`config.mk`:
```
export PLATFORM = sky130hd
export DESIGN_NAME = mem_port_arbiter_flat
export DESIGN_NICKNAME = d
export VERILOG_FILES = /design/src/rtl/mem_port_arbiter_if.sv /design/src/rtl/mem_port_arbiter.sv /design/src/flat_wrapper.sv
export SDC_FILE = /design/constraint.sdc
export NUM_CORES = 1
export LEC_CHECK = 0
export BUFFER_PORTS_ARGS = -buffer_cell sky130_fd_sc_hd__buf_4
export CORE_ASPECT_RATIO = 1.1
export CORE_MARGIN = 8
export CORE_UTILIZATION = 46
export CTS_CLUSTER_DIAMETER = 40
export DETAILED_ROUTE_END_ITERATION = 8
export GPL_ROUTABILITY_DRIVEN = 0
export GPL_TIMING_DRIVEN = 0
export PLACE_DENSITY = 0.72
export SYNTH_ARGS = -nofsm -noshare
export SYNTH_HDL_FRONTEND = slang
export SYNTH_SLANG_ARGS = --single-unit
```
`constraint.sdc`:
```
create_clock -name clk -period 2.1 [get_ports clk]
set_input_delay 0 -clock clk [delete_from_list [all_inputs] [get_ports clk]]
set_output_delay 0 -clock clk [all_outputs]
set_load 0.03 [all_outputs]
```
`src/rtl/mem_port_arbiter_if.sv`:
```
// Bundle of requester-side and memory-port-side signals of the memory port arbiter.
// master = arbiter view, slave = view of the requesters and memory controller.
interface mem_port_arbiter_if #(
  parameter int ADDR_W = 30,
  parameter int DATA_W = 32
);
  logic              boot_done;
  logic              i_req;
  logic [ADDR_W-1:0] i_addr;
  logic              i_done;
  logic [DATA_W-1:0] i_rdata;
  logic              i_err;
  logic              d_req;
  logic              d_we;
  logic [ADDR_W-1:0] d_addr;
  logic [DATA_W-1:0] d_wdata;
  logic [3:0]        d_be;
  logic              d_done;
  logic [DATA_W-1:0] d_rdata;
  logic              d_err;
  logic              mem_cmd_en;
  logic [2:0]        mem_cmd_instr;
  logic [5:0]        mem_cmd_bl;
  logic [ADDR_W-1:0] mem_cmd_byte_addr;
  logic              mem_cmd_full;
  logic              mem_wr_en;
  logic [DATA_W-1:0] mem_wr_data;
  logic [3:0]        mem_wr_mask;
  logic              mem_wr_full;
  logic              mem_rd_en;
  logic [DATA_W-1:0] mem_rd_data;
  logic              mem_rd_empty;
  logic              mem_rd_error;

  modport master (
    input  boot_done, i_req, i_addr, d_req, d_we, d_addr, d_wdata, d_be,
           mem_cmd_full, mem_wr_full, mem_rd_data, mem_rd_empty, mem_rd_error,
    output i_done, i_rdata, i_err, d_done, d_rdata, d_err,
           mem_cmd_en, mem_cmd_instr, mem_cmd_bl, mem_cmd_byte_addr,
           mem_wr_en, mem_wr_data, mem_wr_mask, mem_rd_en
  );

  modport slave (
    output boot_done, i_req, i_addr, d_req, d_we, d_addr, d_wdata, d_be,
           mem_cmd_full, mem_wr_full, mem_rd_data, mem_rd_empty, mem_rd_error,
    input  i_done, i_rdata, i_err, d_done, d_rdata, d_err,
           mem_cmd_en, mem_cmd_instr, mem_cmd_bl, mem_cmd_byte_addr,
           mem_wr_en, mem_wr_data, mem_wr_mask, mem_rd_en
  );
endinterface

```
`src/rtl/mem_port_arbiter.sv`:
```
// Round-robin arbiter sharing one single-word memory user port between the
// fetch unit (I, read only) and the load/store unit (D); one transaction at a time.
module mem_port_arbiter #(
  parameter int ADDR_W     = 30,
  parameter int DATA_W     = 32,
  parameter int RD_TIMEOUT = 1023
) (
  input logic               clk,
  input logic               rst_n,
  mem_port_arbiter_if.master bus
);
  localparam int CNT_W = (RD_TIMEOUT < 1) ? 1 : $clog2(RD_TIMEOUT + 1);
  localparam logic [2:0] INSTR_RD = 3'b001;
  localparam logic [2:0] INSTR_WR = 3'b000;

  typedef enum logic [2:0] {S_IDLE, S_WDATA, S_CMD, S_WAIT, S_READ, S_DONE} state_t;

  state_t            state_q, state_d;
  logic [CNT_W-1:0]  cnt_q, cnt_d;
  logic              last_d_q, last_d_d;
  logic              gnt_d_q, gnt_d_d;
  logic              we_q, we_d;
  logic [ADDR_W-1:0] addr_q, addr_d;
  logic [DATA_W-1:0] wdata_q, wdata_d;
  logic [3:0]        be_q, be_d;
  logic              i_done_q, i_done_d, i_err_q, i_err_d;
  logic              d_done_q, d_done_d, d_err_q, d_err_d;
  logic [DATA_W-1:0] i_rdata_q, i_rdata_d, d_rdata_q, d_rdata_d;
  logic              cmd_en_q, cmd_en_d;
  logic [2:0]        cmd_instr_q, cmd_instr_d;
  logic [ADDR_W-1:0] cmd_addr_q, cmd_addr_d;
  logic              wr_en_q, wr_en_d;
  logic [DATA_W-1:0] wr_data_q, wr_data_d;
  logic [3:0]        wr_mask_q, wr_mask_d;
  logic              rd_en_q, rd_en_d;
  logic              pick_d, finish, fail, load_rdata;
  logic [DATA_W-1:0] rdata_new;

  always_comb begin
    state_d     = state_q;
    cnt_d       = cnt_q;
    last_d_d    = last_d_q;
    gnt_d_d     = gnt_d_q;
    we_d        = we_q;
    addr_d      = addr_q;
    wdata_d     = wdata_q;
    be_d        = be_q;
    i_done_d    = 1'b0;
    i_err_d     = 1'b0;
    d_done_d    = 1'b0;
    d_err_d     = 1'b0;
    i_rdata_d   = i_rdata_q;
    d_rdata_d   = d_rdata_q;
    cmd_en_d    = 1'b0;
    cmd_instr_d = cmd_instr_q;
    cmd_addr_d  = cmd_addr_q;
    wr_en_d     = 1'b0;
    wr_data_d   = wr_data_q;
    wr_mask_d   = wr_mask_q;
    rd_en_d     = 1'b0;
    pick_d      = 1'b0;
    finish      = 1'b0;
    fail        = 1'b0;
    load_rdata  = 1'b0;
    rdata_new   = '0;

    unique case (state_q)
      S_IDLE: begin
        // empty lags a pop by one cycle, so skip the cycle after a drain pulse
        if (!bus.mem_rd_empty) begin
          rd_en_d = !rd_en_q;
        end else if (bus.boot_done && (bus.i_req || bus.d_req)) begin
          pick_d   = bus.d_req && (!bus.i_req || !last_d_q);
          gnt_d_d  = pick_d;
          last_d_d = pick_d;
          we_d     = pick_d && bus.d_we;
          addr_d   = pick_d ? bus.d_addr : bus.i_addr;
          wdata_d  = bus.d_wdata;
          be_d     = bus.d_be;
          state_d  = (pick_d && bus.d_we) ? S_WDATA : S_CMD;
        end
      end
      S_WDATA: begin
        if (!bus.mem_wr_full) begin
          wr_en_d   = 1'b1;
          wr_data_d = wdata_q;
          wr_mask_d = ~be_q;
          state_d   = S_CMD;
        end
      end
      S_CMD: begin
        if (!bus.mem_cmd_full) begin
          cmd_en_d    = 1'b1;
          cmd_instr_d = we_q ? INSTR_WR : INSTR_RD;
          cmd_addr_d  = addr_q;
          cnt_d       = '0;
          finish      = we_q;
          state_d     = we_q ? S_DONE : S_WAIT;
        end
      end
      S_WAIT: begin
        if (!bus.mem_rd_empty) begin
          rd_en_d = 1'b1;
          state_d = S_READ;
        end else if (bus.mem_rd_error || cnt_q == CNT_W'(RD_TIMEOUT)) begin
          finish     = 1'b1;
          fail       = 1'b1;
          load_rdata = 1'b1;
          state_d    = S_DONE;
        end else begin
          cnt_d = cnt_q + CNT_W'(1);
        end
      end
      S_READ: begin
        finish     = 1'b1;
        load_rdata = 1'b1;
        rdata_new  = bus.mem_rd_data;
        state_d    = S_DONE;
      end
      S_DONE:  state_d = S_IDLE;
      default: state_d = S_IDLE;
    endcase

    if (finish) begin
      if (gnt_d_q) begin
        d_done_d = 1'b1;
        d_err_d  = fail;
        if (load_rdata) d_rdata_d = rdata_new;
      end else begin
        i_done_d = 1'b1;
        i_err_d  = fail;
        if (load_rdata) i_rdata_d = rdata_new;
      end
    end
  end

  always_ff @(posedge clk or negedge rst_n) begin
    if (!rst_n) begin
      state_q     <= S_IDLE;
      cnt_q       <= '0;
      last_d_q    <= 1'b1;
      gnt_d_q     <= 1'b0;
      we_q        <= 1'b0;
      addr_q      <= '0;
      wdata_q     <= '0;
      be_q        <= '0;
      i_done_q    <= 1'b0;
      i_err_q     <= 1'b0;
      d_done_q    <= 1'b0;
      d_err_q     <= 1'b0;
      i_rdata_q   <= '0;
      d_rdata_q   <= '0;
      cmd_en_q    <= 1'b0;
      cmd_instr_q <= '0;
      cmd_addr_q  <= '0;
      wr_en_q     <= 1'b0;
      wr_data_q   <= '0;
      wr_mask_q   <= '0;
      rd_en_q     <= 1'b0;
    end else begin
      state_q     <= state_d;
      cnt_q       <= cnt_d;
      last_d_q    <= last_d_d;
      gnt_d_q     <= gnt_d_d;
      we_q        <= we_d;
      addr_q      <= addr_d;
      wdata_q     <= wdata_d;
      be_q        <= be_d;
      i_done_q    <= i_done_d;
      i_err_q     <= i_err_d;
      d_done_q    <= d_done_d;
      d_err_q     <= d_err_d;
      i_rdata_q   <= i_rdata_d;
      d_rdata_q   <= d_rdata_d;
      cmd_en_q    <= cmd_en_d;
      cmd_instr_q <= cmd_instr_d;
      cmd_addr_q  <= cmd_addr_d;
      wr_en_q     <= wr_en_d;
      wr_data_q   <= wr_data_d;
      wr_mask_q   <= wr_mask_d;
      rd_en_q     <= rd_en_d;
    end
  end

  assign bus.i_done            = i_done_q;
  assign bus.i_err             = i_err_q;
  assign bus.i_rdata           = i_rdata_q;
  assign bus.d_done            = d_done_q;
  assign bus.d_err             = d_err_q;
  assign bus.d_rdata           = d_rdata_q;
  assign bus.mem_cmd_en        = cmd_en_q;
  assign bus.mem_cmd_instr     = cmd_instr_q;
  assign bus.mem_cmd_bl        = '0;
  assign bus.mem_cmd_byte_addr = cmd_addr_q;
  assign bus.mem_wr_en         = wr_en_q;
  assign bus.mem_wr_data       = wr_data_q;
  assign bus.mem_wr_mask       = wr_mask_q;
  assign bus.mem_rd_en         = rd_en_q;
endmodule

```
`src/flat_wrapper.sv`:
```
// flat-port wrapper written by rule: the top's interface ports become plain ports
module mem_port_arbiter_flat 
#(
  parameter int ADDR_W     = 30,
  parameter int DATA_W     = 32,
  parameter int RD_TIMEOUT = 1023
)
  (clk, rst_n, bus_boot_done, bus_i_req, bus_i_addr, bus_d_req, bus_d_we, bus_d_addr, bus_d_wdata, bus_d_be, bus_mem_cmd_full, bus_mem_wr_full, bus_mem_rd_data, bus_mem_rd_empty, bus_mem_rd_error, bus_i_done, bus_i_rdata, bus_i_err, bus_d_done, bus_d_rdata, bus_d_err, bus_mem_cmd_en, bus_mem_cmd_instr, bus_mem_cmd_bl, bus_mem_cmd_byte_addr, bus_mem_wr_en, bus_mem_wr_data, bus_mem_wr_mask, bus_mem_rd_en);
  mem_port_arbiter_if #(.ADDR_W(ADDR_W), .DATA_W(DATA_W)) bus_i ();
  input logic clk;
  input logic rst_n;
  input wire logic [$bits(bus_i.boot_done)-1:0] bus_boot_done;
  input wire logic [$bits(bus_i.i_req)-1:0] bus_i_req;
  input wire logic [$bits(bus_i.i_addr)-1:0] bus_i_addr;
  input wire logic [$bits(bus_i.d_req)-1:0] bus_d_req;
  input wire logic [$bits(bus_i.d_we)-1:0] bus_d_we;
  input wire logic [$bits(bus_i.d_addr)-1:0] bus_d_addr;
  input wire logic [$bits(bus_i.d_wdata)-1:0] bus_d_wdata;
  input wire logic [$bits(bus_i.d_be)-1:0] bus_d_be;
  input wire logic [$bits(bus_i.mem_cmd_full)-1:0] bus_mem_cmd_full;
  input wire logic [$bits(bus_i.mem_wr_full)-1:0] bus_mem_wr_full;
  input wire logic [$bits(bus_i.mem_rd_data)-1:0] bus_mem_rd_data;
  input wire logic [$bits(bus_i.mem_rd_empty)-1:0] bus_mem_rd_empty;
  input wire logic [$bits(bus_i.mem_rd_error)-1:0] bus_mem_rd_error;
  output wire logic [$bits(bus_i.i_done)-1:0] bus_i_done;
  output wire logic [$bits(bus_i.i_rdata)-1:0] bus_i_rdata;
  output wire logic [$bits(bus_i.i_err)-1:0] bus_i_err;
  output wire logic [$bits(bus_i.d_done)-1:0] bus_d_done;
  output wire logic [$bits(bus_i.d_rdata)-1:0] bus_d_rdata;
  output wire logic [$bits(bus_i.d_err)-1:0] bus_d_err;
  output wire logic [$bits(bus_i.mem_cmd_en)-1:0] bus_mem_cmd_en;
  output wire logic [$bits(bus_i.mem_cmd_instr)-1:0] bus_mem_cmd_instr;
  output wire logic [$bits(bus_i.mem_cmd_bl)-1:0] bus_mem_cmd_bl;
  output wire logic [$bits(bus_i.mem_cmd_byte_addr)-1:0] bus_mem_cmd_byte_addr;
  output wire logic [$bits(bus_i.mem_wr_en)-1:0] bus_mem_wr_en;
  output wire logic [$bits(bus_i.mem_wr_data)-1:0] bus_mem_wr_data;
  output wire logic [$bits(bus_i.mem_wr_mask)-1:0] bus_mem_wr_mask;
  output wire logic [$bits(bus_i.mem_rd_en)-1:0] bus_mem_rd_en;
  assign bus_i.boot_done = bus_boot_done;
  assign bus_i.i_req = bus_i_req;
  assign bus_i.i_addr = bus_i_addr;
  assign bus_i.d_req = bus_d_req;
  assign bus_i.d_we = bus_d_we;
  assign bus_i.d_addr = bus_d_addr;
  assign bus_i.d_wdata = bus_d_wdata;
  assign bus_i.d_be = bus_d_be;
  assign bus_i.mem_cmd_full = bus_mem_cmd_full;
  assign bus_i.mem_wr_full = bus_mem_wr_full;
  assign bus_i.mem_rd_data = bus_mem_rd_data;
  assign bus_i.mem_rd_empty = bus_mem_rd_empty;
  assign bus_i.mem_rd_error = bus_mem_rd_error;
  assign bus_i_done = bus_i.i_done;
  assign bus_i_rdata = bus_i.i_rdata;
  assign bus_i_err = bus_i.i_err;
  assign bus_d_done = bus_i.d_done;
  assign bus_d_rdata = bus_i.d_rdata;
  assign bus_d_err = bus_i.d_err;
  assign bus_mem_cmd_en = bus_i.mem_cmd_en;
  assign bus_mem_cmd_instr = bus_i.mem_cmd_instr;
  assign bus_mem_cmd_bl = bus_i.mem_cmd_bl;
  assign bus_mem_cmd_byte_addr = bus_i.mem_cmd_byte_addr;
  assign bus_mem_wr_en = bus_i.mem_wr_en;
  assign bus_mem_wr_data = bus_i.mem_wr_data;
  assign bus_mem_wr_mask = bus_i.mem_wr_mask;
  assign bus_mem_rd_en = bus_i.mem_rd_en;
  mem_port_arbiter #(.ADDR_W(ADDR_W), .DATA_W(DATA_W), .RD_TIMEOUT(RD_TIMEOUT)) u_core (.clk(clk), .rst_n(rst_n), .bus(bus_i));
endmodule
```
== Word-level counts from Yosys, hierarchy flattened ==
Index checks and enable logic that the tools add are counted.

* Flip-flop bits (word level): 222
* Output and inout port bits: 146
* Latch bits: 0
* Memory bits (read-only): 0
* Input port bits: 138
* Memories: 0
* Bits in writable memories: 0
* Word-level logic and storage cells: 93

* Equality and inequality tests: 12
* Multiplexer cells: 37
* Divide/modulo/power cells: 0
* Order comparisons: 0
* Bitwise logic cells: 4
* Add/subtract/negate cells: 1
* Reductions and logical operators: 18
* $mul: 0
* Shift-type cells: 0

{| class="wikitable"
|+ Operators with widths
! kind !! number
|-
| 2-to-1 mux 32 bit || 1
|-
| 2-to-1 mux 10 bit || 3
|-
| 2-to-1 mux 30 bit || 1
|-
| 2-to-1 mux 3 bit || 7
|-
| one-hot mux 10 bit (2 select lines) || 1
|-
| 2-to-1 mux 1 bit || 19
|-
| one-hot mux 3 bit (5 select lines) || 1
|-
| adder 10 x 1 -> 10 bit (second input constant) || 1
|-
| equality test 10 bit (second input constant) || 1
|-
| != test 2 bit (second input constant) || 5
|-
| AND reduction 3 bit || 3
|-
| equality test 3 x 2 -> 1 bit (second input constant) || 2
|-
| AND reduction 5 bit || 1
|-
| inverter 4 bit || 1
|-
| one-hot mux 1 bit (2 select lines) || 2
|-
| AND reduction 2 bit || 2
|-
| AND reduction 4 bit || 1
|-
| equality test 3 x 1 -> 1 bit (second input constant) || 1
|-
| equality test 3 bit (second input constant) || 1
|-
| logical AND 1 bit || 3
|-
| zero test 1 bit || 3
|-
| zero test 3 bit || 1
|-
| logical OR 1 bit || 3
|-
| != test 3 x 2 -> 1 bit (second input constant) || 1
|-
| other kinds (5) || 7
|}

== Depth between registers and ports, before layout ==
* Word-level depth: 8
* Gate-level depth with buffers: 9

== Worst setup path before layout ==
No wires, ideal clock.

* Path type: register to register
* Start point: reg u_core.cnt_q[0]
* End point: reg u_core.cnt_q[4]
* Cell stages (with the launch flop): 7
* Data arrival time: 1.668 ns
* Setup slack: 0.354 ns
* Clock period less this slack: 1.746 ns
* Path buffers: 1
* Cell sequence: dfrtp_1 -> ha_1 -> and4_4 -> and4_4 -> buf_2 -> or4_1 -> a21oi_1

* Longest elaborated chain between the ends: 4
* Elaborated cells between the ends (all ways): 8
* Classes of those cells: add/sub (1); eq/ne (2); mux (3); reduce/logical (2)

{| class="wikitable"
|+ RTL lines
! element !! RTL line !! text
|-
| start: declaration || mem_port_arbiter.sv:19 || <nowiki>logic [CNT_W-1:0] cnt_q, cnt_d;</nowiki>
|-
| start signal: assignment || mem_port_arbiter.sv:162 || <nowiki>cnt_q <= cnt_d;</nowiki>
|-
| adder 10 x 1 -> 10 bit / equality test 10 bit (equally long branches) || mem_port_arbiter.sv:111, mem_port_arbiter.sv:105 ||
|-
| 2-to-1 mux 10 bit / logical OR 1 bit (equally long branches) || mem_port_arbiter.sv:105 || <nowiki>end else if (bus.mem_rd_error || cnt_q == CNT_W'(RD_TIMEOUT)) begin</nowiki>
|-
| 2-to-1 mux 10 bit / != test 2 bit (equally long branches) || -- ||
|-
| one-hot mux 10 bit (2 select lines) / AND reduction 4 bit (equally long branches) || -- ||
|}

Parallel ways exist; a longest one is shown, timed or not. The select of a mux whose other input is x is not followed.
A chain may end at the register's enable or synchronous reset.

== Final worst setup path ==
* Start point: reg u_core.cnt_q[0]
* End point: reg u_core.d_rdata_q[15] (netlist: u_core.bus.d_rdata[15])

* Longest elaborated chain between the ends: 6
* Elaborated cells between the ends (all ways): 7
* Classes of those cells: eq/ne (1); mux (4); reduce/logical (2)

{| class="wikitable"
|+ RTL lines
! element !! RTL line !! text
|-
| equality test 10 bit * || mem_port_arbiter.sv:105 ||
|-
| logical OR 1 bit * || mem_port_arbiter.sv:105 ||
|-
| 2-to-1 mux 1 bit * || mem_port_arbiter.sv:105 ||
|-
| 2-to-1 mux 1 bit * || mem_port_arbiter.sv:102 || <nowiki>if (!bus.mem_rd_empty) begin</nowiki>
|-
| one-hot mux 1 bit (3 select lines) / one-hot mux 1 bit (2 select lines) (equally long branches) || mem_port_arbiter.sv:67 || <nowiki>unique case (state_q)</nowiki>
|-
| AND reduction 3 bit (no source line) * || -- ||
|-
| end signal: assignment || mem_port_arbiter.sv:174 || <nowiki>d_rdata_q <= d_rdata_d;</nowiki>
|-
| end: declaration || mem_port_arbiter.sv:28 || <nowiki>logic [DATA_W-1:0] i_rdata_q, i_rdata_d, d_rdata_q, d_rdata_d;</nowiki>
|}

Every way passes the cells marked *; elsewhere a longest branch is shown, timed or not.

==> results by group <==
STA
  • Least-Margin Pin Slew: 0.780 ns
  • Final hold viol count: 0
  • Highest clock rate: 514 MHz
  • Relative slew margins: 48.0%
  • Final setup TNS: 0 ns
  • Final count of pins violating max slew: 0
  • Clock Skews: 0.0238 ns
  • Setup violations, final: 0
  • Setup WS post-layout: 0.156 ns
  • Unrepaired setup endpoints after global routing: no
  • Tcrit/Tclk final: 92.6%
  • Hold WS: 0.0341 ns
  • Final min period: 1.94 ns

Worst hold path
  • Hold Crit Start: bus_i_req
  • Hold path depth: 5
  • Hold WC Path Type: in -> reg
  • Hold EP: u_core.we_q

GRT
  • Vias in the first global route: 8231
  • Grt total ovfl: 0
  • Global-route wire length before repair: 43.5 mm
  • Largest net degree at the start of global routing: 119
  • GR Util All Layers: 22.3%
  • Initial antenna violation count: 0

Finish
  • N_diodes: 0
  • Share of post-route cells with drive strength above 1: 34.4%
  • FILL cells: 1307
  • Final nets: 1359
  • Layout area overhead: 54.7%
  • Multi-input logic area: 3040 um^2
  • Reg area: 5510 um^2

Job
  • Max cap viols: 0

Setup path
  • Startpoint type of the worst setup path: flop
  • Worst Path Max Fanout: 10
  • Crit-path max cell delay: 0.39 ns
  • Worst Path Required: 2.52 ns
  • Buf+Inv Stages, Crit Path: 1
  • Crit path max-delay family: compound AO/OA/AOI/OAI gates
  • Reg2Reg Setup Slack: 0.16 ns
  • Critical Path End Type: flop
  • Reg2reg end: u_core.bus.d_rdata[15]
  • Crit path depth: 6
  • RR Startpoint: u_core.cnt_q[0]
  • Critical-path top delay cell: dfrtp_1
  • Worst path cell trace: ha_1 -> nand3_1 -> o311ai_4 -> nand3_4 -> buf_6 -> a22o_1
  • Critical path arrival: 2.36 ns
  • Critical path type: reg -> reg
  • Worst reg-to-reg path cell count: 6

Clock network
  • CTS Buf Count: 30
  • TritonCTS clock tree: yes
  • H-tree depth: 1
  • Clock sinks: 220
  • Maximum buffer depth of the clock tree: 3
  • Reg clk slew, reported paths: 0.06 ns
  • Clk_lat worst skew: 0.55 ns
  • Root buffer cell: clkbuf_16

Logic synthesis
  • Synthesized area: 8890 um^2
  • Most common cell in the netlist: dfrtp_1
  • Mapped Avg Cell Area: 11.6 um^2
  • Synth area leaders: dfrtp_1 (62%), nand2_1 (8.5%), a22o_1 (6.3%)
  • Post-synth cell types: 55
  • Seq cells post-synth: 220
  • Synth area leader: dfrtp_1
  • Post-Synthesis Cells: 768
  • Ys async rst share: 100%
  • Yosys warns: 0
  • Post-synth top area share: 61.6%
  • Number of synthesized flops with an enable pin: 0
  • Most frequent cells after synthesis: dfrtp_1 (219), nand2_1 (201), a22o_1 (64)
  • Post-synth top flop: dfrtp_1
  • Post-synthesis sequential area ratio: 61.9%

Placed design
  • Worst slack at placement: 0.0229 ns
  • Final HPWL DP: 17.6 mm
  • Port Buffers: 275

Outcome
  • Status: finished clean

Pwr
  • P per Cell Area: 1490 nW/um^2
  • VDD IR max: 899 uV
  • Pleak: 0.00700 uW

Die
  • Width of the die: 149 um
  • Initial Utilization: 46.7%
  • Core area: 19000 um^2
  • Full die area: 24000 um^2
  • IO Count: 284
  • Cell Rows: 53
  • Die Height: 162 um

Route
  • Vias per cell: 5.16
  • Residual DRC: 0
  • Initial DRT Pass Iterations: 5
  • Initial DRC Count: 308
  • Post-Route WL: 27.5 mm
  • DR vias: 7697
  • WL/cell: 18.5 um
  • ANT nets after route: 0
[sequential cells by signal, summed over array words and instances, names as in the netlist, 3 cells and up]
| register | cells |
|---|---|
| u_core.bus.mem_wr_mask | 4 |
| u_core.addr_q | 30 |
| u_core.bus.mem_cmd_byte_addr | 30 |
| u_core.bus.i_rdata | 32 |
| u_core.cnt_q | 10 |
| u_core.bus.mem_wr_data | 32 |
| u_core.bus.d_rdata | 32 |
| u_core.wdata_q | 32 |
| u_core.state_q | 3 |
| u_core.be_q | 4 |
[tightest hold or removal path, cell delays in order]
cell and delay [ns]:
buf_4 0.09, a21boi_0 0.08, clkbuf_2 0.19, nand2_1 0.12, mux2i_1 0.06
[power breakdown]
part | switching [uW] | internal (uW)
Sequential | 1090 | 6100
Combinational | 4760 | 3300
Clock | 2040 | 3230
[worst max-delay path by stage]
stage	startpoint	end	slack, ns
3_3_place_gp	rst_n	u_core.addr_q[12]	-0.60
6_report	u_core.cnt_q[0]	u_core.bus.d_rdata[15]	0.16
3_5_place_dp	u_core.state_q[0]	u_core.addr_q[3]	0.02
5_1_grt	u_core.cnt_q[0]	u_core.bus.d_rdata[15]	0.07
4_1_cts	u_core.state_q[0]	u_core.addr_q[16]	0.01
2_1_floorplan	u_core.cnt_q[0]	u_core.cnt_q[4]	0.35
[placed cells by master (no fill, tap or decap), types with 5 or more instances in the layout]
cell type      synthesis  layout
buf_4                 14     290
buf_6                  9       9
nor3_1                 5       5
inv_1                  5       5
dfrtp_1              219     219
o21ai_0                9       9
nor2_1                35      35
clkinv_4               0       6
buf_2                 21      21
clkbuf_16              0      30
mux2_2                36      36
dlygate4sd3_1          0     135
a21oi_1               39      39
mux2i_1               34      34
o31ai_1                5       5
nand2_1              201     201
a22o_1                64      64
clkbuf_1              11      13
conb_1                 1       8
[logic make-up after synthesis]
kind of cell / share of synthesized area (%)
compound gates: 11.1
mux: 8.64
fa+ha+maj: 0.141
simple gates: 14.0
buf+inv: 4.22
flops: 61.9
other cells: 0.0422
[per-stage QoR]
stage	cell area [um^2]	util [%]	power [uW]	instances
2_1_floorplan	8920	-	11900	775
3_3_place_gp	11300	59.3	14800	1297
3_5_place_dp	11300	59.5	15000	1298
4_1_cts	13700	72.2	20600	1489
5_1_grt	13800	72.3	21600	1491
6_report	13800	72.3	20500	1491
[layout make-up]
cell class	count	share of cell area, %
buffer	55	2.57
sequential	220	40.0
tap	247	2.25
multi-input combinational	494	22.1
clock buffer	34	5.64
timing repair buffer	413	25.2
inverter	6	0.164
clock inverter	22	2.07
[repair_timing]
item                       CTS  global route
hold endpoints to repair   242             0
buffers inserted             0             2
setup endpoints to repair    0            34
resized for setup            0             2
hold buffers               135             0
[metal layers]
metal  share of wire [%]  GRT usage (%)  vias to the layer above
met5                   0              0                        -
met4                 3.4           8.63                        0
met3                 8.9           5.95                       61
met2                  49           37.8                      335
met1                  39           26.5                     3753
li1                    -              -                     3548
(Power assumes the default switching activity.)
